`src/rtl/ecc_pkg.sv`:
```
`default_nettype none
// ============================================================================
//  Module      : ecc_pkg
//  Description : Shared constants for the GF(2^233) signature streaming path.
//                Field widths, packed-buffer width, control state encoding and
//                a helper that packs an (r, s) pair into the 512-bit buffer.
//  Revision    : 1.0  initial release
// ============================================================================
package ecc_pkg;

  localparam int ECC_M   = 233;            // field element width
  localparam int ECC_PAD = 256;            // element width padded to a word
  localparam int ECC_BUF = 2 * ECC_PAD;    // packed (r, s) buffer width

  // Control state encoding
  localparam logic [1:0] ST_IDLE = 2'd0;
  localparam logic [1:0] ST_SIGN = 2'd1;
  localparam logic [1:0] ST_SEND = 2'd2;

  // {pad, a, pad, b}: a occupies the upper 256-bit field, b the lower one.
  function automatic logic [ECC_BUF-1:0] ecc_pack(input logic [ECC_M-1:0] a,
                                                  input logic [ECC_M-1:0] b);
    return {{(ECC_PAD-ECC_M){1'b0}}, a, {(ECC_PAD-ECC_M){1'b0}}, b};
  endfunction

endpackage
`default_nettype wire

```
`src/rtl/ecc_piso.sv`:
```
`default_nettype none
// ============================================================================
//  Module      : ecc_piso
//  Description : 512-bit parallel-load, W-bit-per-word shift-out register with
//                valid/ready handshake, word counter and last-word flag.
//                Words leave MSB-first.
//  Ports       : clk, rst       - clock, synchronous active-high reset
//                load, load_data - parallel load (starts a new stream)
//                ready           - consumer accepts the current word
//                data, valid     - current word and its qualifier
//                last            - current word is the final one
//                xfer_last       - final word transferred this cycle
//  Revision    : 1.0  initial release
// ============================================================================
module ecc_piso
  import ecc_pkg::*;
#(
  parameter int W = 32                     // 8, 16, 32 or 64
) (
  input  logic               clk,
  input  logic               rst,
  input  logic               load,
  input  logic [ECC_BUF-1:0] load_data,
  input  logic               ready,
  output logic [W-1:0]       data,
  output logic               valid,
  output logic               last,
  output logic               xfer_last
);

  localparam int NW = ECC_BUF / W;
  localparam int CW = (NW > 1) ? $clog2(NW) : 1;
  localparam logic [CW-1:0] CNT_LAST = CW'(NW - 1);

  logic [ECC_BUF-1:0] buf_q, buf_d;
  logic [CW-1:0]      cnt_q, cnt_d;
  logic               valid_q, valid_d;
  logic               last_q, last_d;
  logic               xfer;
  logic [CW-1:0]      cnt_inc;

  assign xfer    = valid_q & ready;
  assign cnt_inc = cnt_q + 1'b1;

  always_comb begin
    buf_d   = buf_q;
    cnt_d   = cnt_q;
    valid_d = valid_q;
    last_d  = last_q;
    if (load) begin
      buf_d   = load_data;
      cnt_d   = '0;
      valid_d = 1'b1;
      last_d  = (CNT_LAST == '0);
    end else if (xfer) begin
      buf_d = buf_q << W;
      cnt_d = cnt_inc;
      if (last_q) begin
        valid_d = 1'b0;
        last_d  = 1'b0;
      end else begin
        // The word becoming current next is the final one.
        last_d = (cnt_inc == CNT_LAST);
      end
    end
  end

  always_ff @(posedge clk) begin
    if (rst) begin
      buf_q   <= '0;
      cnt_q   <= '0;
      valid_q <= 1'b0;
      last_q  <= 1'b0;
    end else begin
      buf_q   <= buf_d;
      cnt_q   <= cnt_d;
      valid_q <= valid_d;
      last_q  <= last_d;
    end
  end

  assign data      = buf_q[ECC_BUF-1 -: W];
  assign valid     = valid_q;
  assign last      = last_q;
  assign xfer_last = xfer & last_q;

endmodule
`default_nettype wire

```
`src/rtl/ecc_sig_streamer.sv`:
```
`default_nettype none
// ============================================================================
//  Module      : ecc_sig_streamer
//  Description : Control and output stage for the GF(2^233) ECC signing core.
//                Enables the core for one run, captures (r, s) on ready,
//                streams the pair as 512/W words, then re-arms. A watchdog
//                aborts the run if the core never reports ready.
//  Ports       : clk, rst            - clock, synchronous active-high reset
//                start               - request a signing run (IDLE only)
//                busy                - not idle
//                sign_en             - core enable (low holds core in reset)
//                sig_rdy, r, s       - core ready and signature
//                out_data/valid/ready/last - word stream
//                done                - pulse after final word accepted
//                err                 - pulse on watchdog abort
//  Revision    : 1.0  initial release
// ============================================================================
module ecc_sig_streamer
  import ecc_pkg::*;
#(
  parameter int W         = 32,
  parameter int TO_CYCLES = 1048576,
  parameter int TO_W      = 21
) (
  input  logic             clk,
  input  logic             rst,
  input  logic             start,
  output logic             busy,
  output logic             sign_en,
  input  logic             sig_rdy,
  input  logic [ECC_M-1:0] r,
  input  logic [ECC_M-1:0] s,
  output logic [W-1:0]     out_data,
  output logic             out_valid,
  input  logic             out_ready,
  output logic             out_last,
  output logic             done,
  output logic             err
);

  localparam logic [TO_W-1:0] WD_LAST = TO_W'(TO_CYCLES - 1);

  logic [1:0]      state_q, state_d;
  logic            sign_en_q, sign_en_d;
  logic            done_q, done_d;
  logic            err_q, err_d;
  logic [TO_W-1:0] wd_q, wd_d;
  logic            load;
  logic            xfer_last;

  always_comb begin
    state_d   = state_q;
    sign_en_d = sign_en_q;
    done_d    = 1'b0;
    err_d     = 1'b0;
    wd_d      = wd_q;
    load      = 1'b0;
    case (state_q)
      ST_IDLE: begin
        if (start) begin
          state_d   = ST_SIGN;
          sign_en_d = 1'b1;
          wd_d      = '0;
        end
      end
      ST_SIGN: begin
        if (sig_rdy) begin
          // Dropping sign_en here keeps the core in reset for the whole
          // stream, so its ready is gone before the next run can begin.
          load      = 1'b1;
          sign_en_d = 1'b0;
          state_d   = ST_SEND;
        end else if (wd_q == WD_LAST) begin
          sign_en_d = 1'b0;
          err_d     = 1'b1;
          state_d   = ST_IDLE;
        end else begin
          wd_d = wd_q + 1'b1;
        end
      end
      ST_SEND: begin
        if (xfer_last) begin
          done_d  = 1'b1;
          state_d = ST_IDLE;
        end
      end
      default: begin
        state_d   = ST_IDLE;
        sign_en_d = 1'b0;
      end
    endcase
  end

  always_ff @(posedge clk) begin
    if (rst) begin
      state_q   <= ST_IDLE;
      sign_en_q <= 1'b0;
      done_q    <= 1'b0;
      err_q     <= 1'b0;
      wd_q      <= '0;
    end else begin
      state_q   <= state_d;
      sign_en_q <= sign_en_d;
      done_q    <= done_d;
      err_q     <= err_d;
      wd_q      <= wd_d;
    end
  end

  ecc_piso #(
    .W (W)
  ) u_piso (
    .clk       (clk),
    .rst       (rst),
    .load      (load),
    .load_data (ecc_pack(r, s)),
    .ready     (out_ready),
    .data      (out_data),
    .valid     (out_valid),
    .last      (out_last),
    .xfer_last (xfer_last)
  );

  assign busy    = (state_q != ST_IDLE);
  assign sign_en = sign_en_q;
  assign done    = done_q;
  assign err     = err_q;

endmodule
`default_nettype wire
```
`config.mk`:
```
export PLATFORM = sky130hd
export DESIGN_NAME = ecc_sig_streamer
export DESIGN_NICKNAME = d
export VERILOG_FILES = /design/src/rtl/ecc_pkg.sv /design/src/rtl/ecc_piso.sv /design/src/rtl/ecc_sig_streamer.sv
export SDC_FILE = /design/constraint.sdc
export NUM_CORES = 1
export LEC_CHECK = 0
export ABC_AREA = 1
export ABC_CLOCK_PERIOD_IN_PS = 3900
export BUFFER_PORTS_ARGS = -buffer_cell sky130_fd_sc_hd__clkbuf_2
export CORE_UTILIZATION = 30
export CTS_CLUSTER_SIZE = 14
export DETAILED_ROUTE_END_ITERATION = 10
export PLACE_DENSITY = 0.45
export SYNTH_ARGS = -nofsm -noshare
export SYNTH_HDL_FRONTEND = slang
export SYNTH_SLANG_ARGS = --single-unit
```
`constraint.sdc`:
```
create_clock -name clk -period 3.9 [get_ports clk]
set_input_delay 0.39 -clock clk [delete_from_list [all_inputs] [get_ports clk]]
set_output_delay 0.39 -clock clk [all_outputs]
set_load 0.05 [all_outputs]
```
==> out/results.tsv <==
stage	metric	value	unit
worst_hold_path	hp-start	s[29]	
clocking	htree_levels	3	
grt	grt_pass1_wl	130	mm
clocking	cts_buffers	66	
logic_synthesis	synth.distinct_cells	35	
sta	worst_pin_slew	1.21	ns
sta	post-route-min-period	2.77	ns
sta	max_freq	0.361	GHz
clocking	postCtsSetupBuffers	0	
routing	drt-wirelength-per-cell	19.8	um
clocking	cts_tree	built	
floorplanning	ios	509	
logic_synthesis	yosys-top-cells-area	dfxtp_1 (48%), nand2_1 (18%), a31oi_1 (12%), nand3_1 (10%), buf_2 (2.9%)	
worst_hold_path	hp-class	in2reg	
worst_setup_path	cpMaxStageDelayCell	buf_4	
worst_hold_path	whs_path_depth	3	
clocking	clkSinkCount	544	
sta	skew	0.0255	ns
worst_setup_path	r2r-start	state_q[1]	
placement	port_buffers	508	
grt	grt_pass1_vias	22300	
floorplanning	num_rows	100	
power	finalPower	13200	uW
floorplanning	die_w	277	um
worst_setup_path	reg2reg_slack	1.13	ns
logic_synthesis	synthCells	3053	
placement	place_congestion	0.855	
sta	slew_viol_final	0	
worst_setup_path	path_cells	inv_2 > nand2_2 > inv_2 > nand2_8 > nand2_1 > inv_8 > buf_4 > nand2_1 > a31oi_1	
sta	period_share	71.0	%
routing	vias	22500	
worst_setup_path	critical-path-max-stage-delay	0.52	ns
placement	hpwl	59.8	mm
grt	antenna_found_initial	5	
clocking	cts_resized	0	
logic_synthesis	synth_top_area_share	47.9	%
worst_setup_path	critPathRequiredTime	4.38	ns
finish	antenna_cells	0	
sta	finalHoldViolCount	0	
finish	fin_util	37.0	%
clocking	ctsLongestPathBuffers	3	
worst_hold_path	hold_path_end	u_piso.buf_q[29]	
sta	worst_hold_slack	0.0358	ns
clocking	clockRootBuffer	clkbuf_16	
floorplanning	start_util	30.4	%
routing	drt_pass1_iterations	5	
clocking	ctsHoldBuffers	2	
finish	nets	3834	
sta	maxSlewHeadroom	19.3	%
finish	drive_above_1_share	19.8	%
routing	drt_drc_violations_left	0	
finish	mostFrequentLayoutCells	nand2_1 (1097), dfxtp_1 (544), clkbuf_2 (507), nand3_1 (456), a31oi_1 (435)	
worst_setup_path	cp_num_buf_inv	4	
floorplanning	die_h	277	um
routing	vias_per_cell	5.14	
sta	rsz0062_at_grt	false	
logic_synthesis	ys_seq_area_share	47.9	%
worst_setup_path	crit_fanout	78	
sta	setup_viol	0	
worst_setup_path	start_kind	register	
logic_synthesis	syn-cell-area	22700	um2
worst_setup_path	endpoint_kind	register	
logic_synthesis	synth_nets	3527	
grt	grt_use_total	21.7	%
routing	drtIter0Drc	1781	
floorplanning	coreArea	74700	um2
worst_setup_path	cp_data_arrival_time	3.25	ns
grt	grt_max_degree	190	
finish	area_growth	21.7	%
power	ir_drop	0.000329	V
routing	drt_wl_total	86.6	mm
run	drv_cap	0	
logic_synthesis	synth_warnings	0	
power	powerDensity	479	nW/um2
clocking	path_clk_slew	0.06	ns
logic_synthesis	syn_area_per_cell	7.44	um2
worst_setup_path	critPathKind	reg2reg	
worst_setup_path	rr_worst_depth	9	
floorplanning	die-area	76800	um2
outcome	status	complete, no violations	
routing	drtAntennaViolNets	0	
logic_synthesis	yosys_register_bits	544	
worst_setup_path	critical_path.top_delay_family	buffers and inverters	
grt	grt-ovfl-total	0	
sta	tns	0	ns
clocking	worstSkewPairLatency	0.59	ns
worst_setup_path	r2r-end	u_piso.buf_q[103]	
finish	mostFrequentLayoutCell	nand2_1	
logic_synthesis	synth_top_area_cell	dfxtp_1	
power	p_leak	0.00972	uW
==> layer usage <==
layer,wire length [um],global-route usage [%]
met5,53,0
met1,37600,27.9
met3,4880,3.75
met2,41700,36.5
met4,2410,6.99
==> kinds of logic (layout without fill, tap and decap cells) <==
| group | Yosys count | in the layout | share of synthesized area (%) |
|---|---|---|---|
| fa+ha+maj | 3 | 3 | 0.165 |
| buf+inv | 338 | 692 | 7.30 |
| xor+xnor | 7 | 7 | 0.270 |
| simple gates | 1621 | 1621 | 29.9 |
| compound gates | 540 | 540 | 14.4 |
| flops | 544 | 544 | 47.9 |
==> power by group <==
part | internal [uW] | total (uW) | leakage, uW | switching (uW)
clock | 3700 | 6170 | 0.00107 | 2460
combinational | 405 | 1180 | 0.00424 | 774
sequential | 5760 | 5890 | 0.00441 | 129
==> worst max-delay path by stage <==
| stage | startpoint | end | slack [ns] | cells after the start |
|---|---|---|---|---|
| finish | state_q[1] | u_piso.buf_q[103] | 1.13 | 9 |
| detailed placement | state_q[1] | u_piso.buf_q[103] | 1.08 | 9 |
| global route | state_q[1] | u_piso.buf_q[101] | 0.89 | 9 |
| floorplan | u_piso.valid | u_piso.buf_q[480] | 2.18 | 6 |
| global placement | state_q[1] | u_piso.buf_q[102] | 1.15 | 9 |
| CTS | state_q[1] | u_piso.buf_q[103] | 1.05 | 9 |
==> cells in the mapped netlist <==
| master | instances |
|---|---|
| a21oi_1 | 97 |
| a21oi_2 | 1 |
| a31oi_1 | 435 |
| buf_1 | 18 |
| buf_2 | 132 |
| buf_4 | 51 |
| buf_6 | 3 |
| clkbuf_1 | 98 |
| clkbuf_8 | 1 |
| clkinv_2 | 1 |
| dfxtp_1 | 544 |
| ha_1 | 3 |
| inv_1 | 28 |
| inv_2 | 6 |
| nand2_1 | 1098 |
| nand2_2 | 5 |
| nand2_4 | 4 |
| nand3_1 | 456 |
| nand3_2 | 3 |
| nand3_4 | 1 |
| nand4_1 | 8 |
| nor2_1 | 32 |
| nor2_2 | 4 |
| nor2_4 | 1 |
| nor2_8 | 1 |
| nor3_1 | 4 |
| nor3b_1 | 1 |
| nor4_1 | 2 |
| o21ai_0 | 2 |
| o21ai_1 | 1 |
| o21ai_2 | 2 |
| o21ai_4 | 1 |
| o31ai_1 | 1 |
| or2_2 | 1 |
| xor2_1 | 7 |
==> flip-flops by register name, summed over array words and instances, names as in the netlist, 2 cells and up <==
name          count
u_piso.buf_q    512
wd_q             21
u_piso.cnt_q      4
state_q           2
==> through the flow <==
| stage | std cells | setup WS [ns] | cell area [um2] |
|---|---|---|---|
| after detailed placement | 4259 | 1.08 | 25500 |
| after CTS | 4376 | 1.05 | 27600 |
| after floorplan | 3053 | 2.18 | 22700 |
| after global placement | 4259 | 1.15 | 25500 |
| after global routing | 4376 | 0.890 | 27600 |
| final | 4376 | 1.13 | 27600 |
==> worst reg2reg max path, stage by stage (launching register included) <==
cell and delay, ns:
dfxtp_1 0.35, inv_2 0.05, nand2_2 0.21, inv_2 0.18
nand2_8 0.37, nand2_1 0.27, inv_8 0.44, buf_4 0.52
nand2_1 0.11, a31oi_1 0.18
==> area by class of cell <==
class	instances	area (um2)
clock buffers	102	2030
clock inverters	13	133
fillers	7988	47100
inverters	35	155
multi-input cells	2171	10200
flip-flops and latches	544	10900
well taps	969	1210
repair buffers	542	3040
Power figures use the tool's default switching activity.
